===== src/rtl/mul_sequencer.sv =====
// mul_sequencer: iterative shift-add multiplier (MUL / UMULL / SMULL) with its
// own sequencing FSM. Fixed latency of WIDTH+2 cycles from Start to Done.
//
//   state  | meaning
//   -------+-------------------------------------------------------------
//   IDLE   | waiting for Start; operands latched on the accepting edge
//   RUN    | one multiplier bit per cycle, LSB first (WIDTH cycles)
//   FIX    | apply sign, mask high half for MUL, compute {N,Z}
//   DONE   | Done pulse; results already registered; back to IDLE
module mul_sequencer #(
  parameter int WIDTH = 32
) (
  input  logic             clk,
  input  logic             reset,
  input  logic             Start,
  input  logic [1:0]       MulOp,
  input  logic [WIDTH-1:0] SrcA,
  input  logic [WIDTH-1:0] SrcB,
  output logic             Busy,
  output logic             Done,
  output logic [WIDTH-1:0] ResultLo,
  output logic [WIDTH-1:0] ResultHi,
  output logic [1:0]       MulFlags
);

  localparam int CW = (WIDTH > 1) ? $clog2(WIDTH) : 1;
  localparam logic [CW-1:0] CNT_LAST = CW'(WIDTH - 1);

  typedef enum logic [1:0] {
    S_IDLE = 2'd0,
    S_RUN  = 2'd1,
    S_FIX  = 2'd2,
    S_DONE = 2'd3
  } state_t;

  state_t               state_q, state_d;
  logic [2*WIDTH-1:0]   acc_q, acc_d;
  logic [2*WIDTH-1:0]   mcand_q, mcand_d;
  logic [WIDTH-1:0]     mplier_q, mplier_d;
  logic [CW-1:0]        cnt_q, cnt_d;
  logic                 neg_q, neg_d;
  logic                 is_mul_q, is_mul_d;
  logic                 busy_q, busy_d;
  logic                 done_q, done_d;
  logic [WIDTH-1:0]     res_lo_q, res_lo_d;
  logic [WIDTH-1:0]     res_hi_q, res_hi_d;
  logic [1:0]           flags_q, flags_d;

  logic                 is_signed;
  logic [WIDTH-1:0]     abs_a;
  logic [WIDTH-1:0]     abs_b;
  logic [2*WIDTH-1:0]   prod;

  // Next-state, datapath and registered-output computation.
  always_comb begin
    state_d   = state_q;
    acc_d     = acc_q;
    mcand_d   = mcand_q;
    mplier_d  = mplier_q;
    cnt_d     = cnt_q;
    neg_d     = neg_q;
    is_mul_d  = is_mul_q;
    res_lo_d  = res_lo_q;
    res_hi_d  = res_hi_q;
    flags_d   = flags_q;

    // Magnitudes: -(-2^(W-1)) wraps to 2^(W-1), which is the correct unsigned magnitude.
    is_signed = (MulOp == 2'b10);
    abs_a     = SrcA[WIDTH-1] ? -SrcA : SrcA;
    abs_b     = SrcB[WIDTH-1] ? -SrcB : SrcB;
    prod      = neg_q ? -acc_q : acc_q;

    case (state_q)
      S_IDLE: begin
        if (Start) begin
          mcand_d  = {{WIDTH{1'b0}}, (is_signed ? abs_a : SrcA)};
          mplier_d = is_signed ? abs_b : SrcB;
          neg_d    = is_signed & (SrcA[WIDTH-1] ^ SrcB[WIDTH-1]);
          is_mul_d = !((MulOp == 2'b01) || (MulOp == 2'b10));
          acc_d    = '0;
          cnt_d    = CNT_LAST;
          state_d  = S_RUN;
        end
      end
      S_RUN: begin
        // Multiplicand is pre-shifted each cycle, so it always sits at the iteration index.
        if (mplier_q[0]) acc_d = acc_q + mcand_q;
        mcand_d  = {mcand_q[2*WIDTH-2:0], 1'b0};
        mplier_d = {1'b0, mplier_q[WIDTH-1:1]};
        cnt_d    = cnt_q - 1'b1;
        if (cnt_q == '0) state_d = S_FIX;
      end
      S_FIX: begin
        res_lo_d = prod[WIDTH-1:0];
        if (is_mul_q) begin
          res_hi_d = '0;
          flags_d  = {prod[WIDTH-1], (prod[WIDTH-1:0] == '0)};
        end else begin
          res_hi_d = prod[2*WIDTH-1:WIDTH];
          flags_d  = {prod[2*WIDTH-1], (prod == '0)};
        end
        state_d = S_DONE;
      end
      default: begin
        state_d = S_IDLE;
      end
    endcase

    busy_d = (state_d == S_RUN) || (state_d == S_FIX);
    done_d = (state_d == S_DONE);
  end

  // State and output registers; synchronous reset clears everything.
  always_ff @(posedge clk) begin
    if (reset) begin
      state_q  <= S_IDLE;
      acc_q    <= '0;
      mcand_q  <= '0;
      mplier_q <= '0;
      cnt_q    <= '0;
      neg_q    <= 1'b0;
      is_mul_q <= 1'b0;
      busy_q   <= 1'b0;
      done_q   <= 1'b0;
      res_lo_q <= '0;
      res_hi_q <= '0;
      flags_q  <= 2'b00;
    end else begin
      state_q  <= state_d;
      acc_q    <= acc_d;
      mcand_q  <= mcand_d;
      mplier_q <= mplier_d;
      cnt_q    <= cnt_d;
      neg_q    <= neg_d;
      is_mul_q <= is_mul_d;
      busy_q   <= busy_d;
      done_q   <= done_d;
      res_lo_q <= res_lo_d;
      res_hi_q <= res_hi_d;
      flags_q  <= flags_d;
    end
  end

  assign Busy     = busy_q;
  assign Done     = done_q;
  assign ResultLo = res_lo_q;
  assign ResultHi = res_hi_q;
  assign MulFlags = flags_q;

endmodule


===== config.mk =====
export PLATFORM = sky130hd
export DESIGN_NAME = mul_sequencer
export DESIGN_NICKNAME = d
export VERILOG_FILES = /design/src/rtl/mul_sequencer.sv
export SDC_FILE = /design/constraint.sdc
export NUM_CORES = 1
export LEC_CHECK = 0
export ABC_AREA = 1
export BUFFER_PORTS_ARGS = -buffer_cell sky130_fd_sc_hd__buf_2
export CAP_MARGIN = 20
export CORE_MARGIN = 8
export CORE_UTILIZATION = 50
export CTS_CLUSTER_SIZE = 25
export DETAILED_ROUTE_END_ITERATION = 6
export GPL_TIMING_DRIVEN = 0
export PLACE_DENSITY = 0.73
export SETUP_SLACK_MARGIN = 0.1
export SYNTH_ARGS = -nofsm -noshare
export SYNTH_HDL_FRONTEND = slang
export SYNTH_SLANG_ARGS = --single-unit

===== constraint.sdc =====
create_clock -name clk -period 2.2 [get_ports clk]
set_input_delay 0.11 -clock clk [delete_from_list [all_inputs] [get_ports clk]]
set_output_delay 0.11 -clock clk [all_outputs]
set_load 0.005 [all_outputs]

==> impl_results.md <==
* Status: complete, but fails checks
* Failing checks: DRC, setup timing
* Initial Utilization at 0.502
* Top FF cell, synth: dfxtp_1
* Area share of fa/ha/maj cells after synthesis at 0.0515
* P&R area growth vs syn at 35.0%
* Final std cells w/o fill at 3,553
* Post-synthesis sequential element count at 237
* CP Launch Type: register
* Initial antenna violation count at 0
* GR Overflow Total at 0
* IO buf count at 135
* Psw at 4.01 mW
* Area after DPL at 18,400 µm²
* CTS Buffer Depth at 3
* Post-Layout Inst Area at 23,100 µm²
* Mapped Cells at 2,789
* Residual DRC at 2
* Routed WL at 70.9 mm
* Final worst path period share at 1.13
* DRT iter0 DRCs at 1,688
* Setup violators final at 26
* Antenna Nets Post-Route at 0
* Inserted Diodes at 0
* Ys Warns at 0
* Core ar. at 34,100 µm²
* Switching Share at 0.323
* Sequential-to-total area share from yosys stat at 0.277
* Synth area leaders: dfxtp_1, nand2_1, nor2_1
* Multi-input logic area at 13,300 µm²
* Pin count of the biggest net entering global routing at 16
* Fin Setup TNS at -3.08 ns
* Mapped Area at 17,100 µm²
* CTS Buf Count at 29
* Drt pass-1 iters at 7
* Crit path max fanout at 4
* Slew Viols, Final at 0
* Vias in the first global route at 19,400
* Hpwl dp at 52.7 mm
* Fin. Hold Viols at 0
* Clk slew on worst S/H paths at 0.06 ns
* Final min period at 2.49 ns
* Overall routing resource usage at 0.319
* Relative slew slack at 0.336
* Syn Area/Cell at 6.15 µm²
* Compound-Gate Fraction of Synth Area at 0.217
* Crit path required time at 2.71 ns
* CTS tree: done
* Die ar. at 40,500 µm²
* Fill cells at 2,996
* Post-synth EDFFs at 0
* Root Driver: clkbuf_16
* RSZ-0062 raised after global routing: yes
* Data arrival, critical path at 3.00 ns
* Final hold slack at 0.0208 ns
* Logic pwr share at 0.213
* Row count at 68
* Layout cell share with drive strength beyond 1 at 0.273
* Clock Skew at 0.0350 ns
* Num ports at 137
* Fin util at 0.678
* HP Class: in2reg
* Gpl congestion at 1.02
* Synth top area share at 0.277
* # placed instances at 3,379
* Cell Pwr Density at 535 nW/µm²
* Cell variety after synth at 54
* CTS Sinks at 237
* Layout Nets at 3,216
* Leak at 9.97 nW
* XOR/XNOR Fraction of Synth Area at 0.0261
* Vias per inst at 5.80
* Multiplexer area fraction after synthesis at 0
* Die X at 201 µm
* Largest family of logic cells by synthesized area: simple AND/OR/NAND/NOR gates
* Tightest Pin Transition at 0.996 ns
* Ys async rst share at 0
* Total power at 12.4 mW
* Post-Synth Simple-Gate Area at 0.343
* Clock insertion delay at the later pin of the skew report at 0.59 ns
* Clock share of power at 0.408
* WS Path Type: reg2reg
* Peak VDD IR at 0.549 mV
* Synth area leader: dfxtp_1
* Max Cap Viol at 0
* Final worst slack at -0.291 ns
* Sequential share of power at 0.379
* H-tree level count at 1
* FF+latch area at 4980 µm²
* Critical Path Sink Type: register
* DIE HEIGHT at 201 µm
* Internal power at 8.38 mW
* Syn nets at 2,928
* Fmax at 0.401 GHz
* Avg WL per Cell at 20.0 µm
* First-pass GRT wire length at 105 mm
* Via count at 20,600
* Dpl ws at -0.884 ns
## layout make-up
class | count | share of cell area
clock buffers | 36 | 0.0347
well taps | 455 | 0.0246
flip-flops and latches | 237 | 0.215
repair buffers | 257 | 0.0764
plain buffers | 98 | 0.0194
inverters | 290 | 0.0476
clock inverters | 16 | 0.00833
multi-input cells | 2164 | 0.574
## per-layer routing
metal,share of wire,wire length (µm),global-route usage,up-vias
li1,-,-,-,9817
met1,0.39,27900,0.384,9573
met2,0.47,33600,0.553,976
met3,0.077,5490,0.0510,251
met4,0.054,3830,0.142,0
met5,0,0,0,-
## critical path, stage by stage (launching register included)
cell,delay [ns]
dfxtp_4,0.39
ha_4,0.15
inv_2,0.03
fa_2,0.36
o21ai_4,0.24
a21oi_4,0.13
o21ai_4,0.20
nand2_1,0.12
nand2_2,0.15
nand2_2,0.07
nand3_2,0.09
nand2_2,0.07
nand3b_1,0.11
nand3_2,0.13
a21oi_2,0.16
## layout by cell type (no fill, tap or decap), types with 24 or more instances in the layout
cell type and instances:
a21oi_1 211, a21oi_2 67, buf_2 136, buf_4 68, clkbuf_1 63, clkbuf_16 29, clkbuf_2 24, dfxtp_1 154
dfxtp_2 30, dfxtp_4 53, dlygate4sd3_1 40, ha_4 58, inv_1 266, nand2_1 672, nand2_2 67, nand2_4 24
nand3_1 95, nand3_2 27, nand4_1 27, nor2_1 325, nor2_2 52, nor2_4 28, o211ai_1 36, o21ai_0 86
o21ai_1 49, o221ai_1 26, o32ai_1 25, xor2_1 32
## final timing paths
check,slack [ns],start,endpoint,depth (start not counted)
setup / recovery,-0.29,acc_q[0],acc_q[60],14
hold / removal,0.02,SrcA[18],mcand_q[18],4
setup reg to reg,-0.29,acc_q[0],acc_q[60],14
hold reg to reg,0.46,ResultHi[14],ResultHi[14],2
## Yosys cell counts, types with 3 or more instances
cell type	number
clkbuf_1	91
o211ai_1	36
a31oi_1	10
nand2_1	754
o21ai_0	144
o221ai_1	26
a221oi_1	3
buf_2	3
nand2_2	9
o21bai_1	12
a21o_1	13
xnor2_1	17
or2_2	30
a21boi_0	24
xor2_1	34
dfxtp_1	237
inv_2	5
nor3_1	20
o21a_1	12
o21ai_2	4
a21oi_1	288
nor3_2	5
nand3_1	124
a22oi_1	4
nand3b_1	20
o22ai_1	4
nor4_1	8
nor2_1	388
nand4_1	27
o32ai_1	25
nor2_2	13
ha_1	69
o21ai_1	13
inv_1	283
o31ai_1	4
nor2_4	4
## flip-flops by register name, indices dropped and copies added, names as in the netlist
name,cells
Busy,1
neg_q,1
is_mul_q,1
state_q,2
ResultLo,32
MulFlags,2
cnt_q,5
acc_q,64
mplier_q,32
Done,1
mcand_q,64
ResultHi,32
## power by group through the flow
stage          combinational (mW)  sequential, mW  clock [mW]
4_1_cts                      2.39            4.70        5.04
3_3_place_gp                 2.11            4.77           0
6_report                     2.64            4.69        5.05
3_5_place_dp                 2.15            4.78           0
2_1_floorplan                1.44            4.71           0
5_1_grt                      2.86            4.71        5.21
## cells by family after synthesis
kind of cell	after synthesis
xor gates and xnor gates	51
and+or+nand+nor	1411
adders and majority gates	70
DFF	237
AOI/OAI and AO/OA	632
buffers and inverters	388
## what timing repair did
item / in CTS / in global routing
resized for setup: 393 / 390
pin swaps: 62 / 128
endpoints found under the hold margin: 42 / 0
buffers inserted: 40 / 40
gates cloned: 0 / 0
hold buffers: 42 / 0
setup endpoints to repair: 168 / 121
Power figures use the tool's default switching activity.
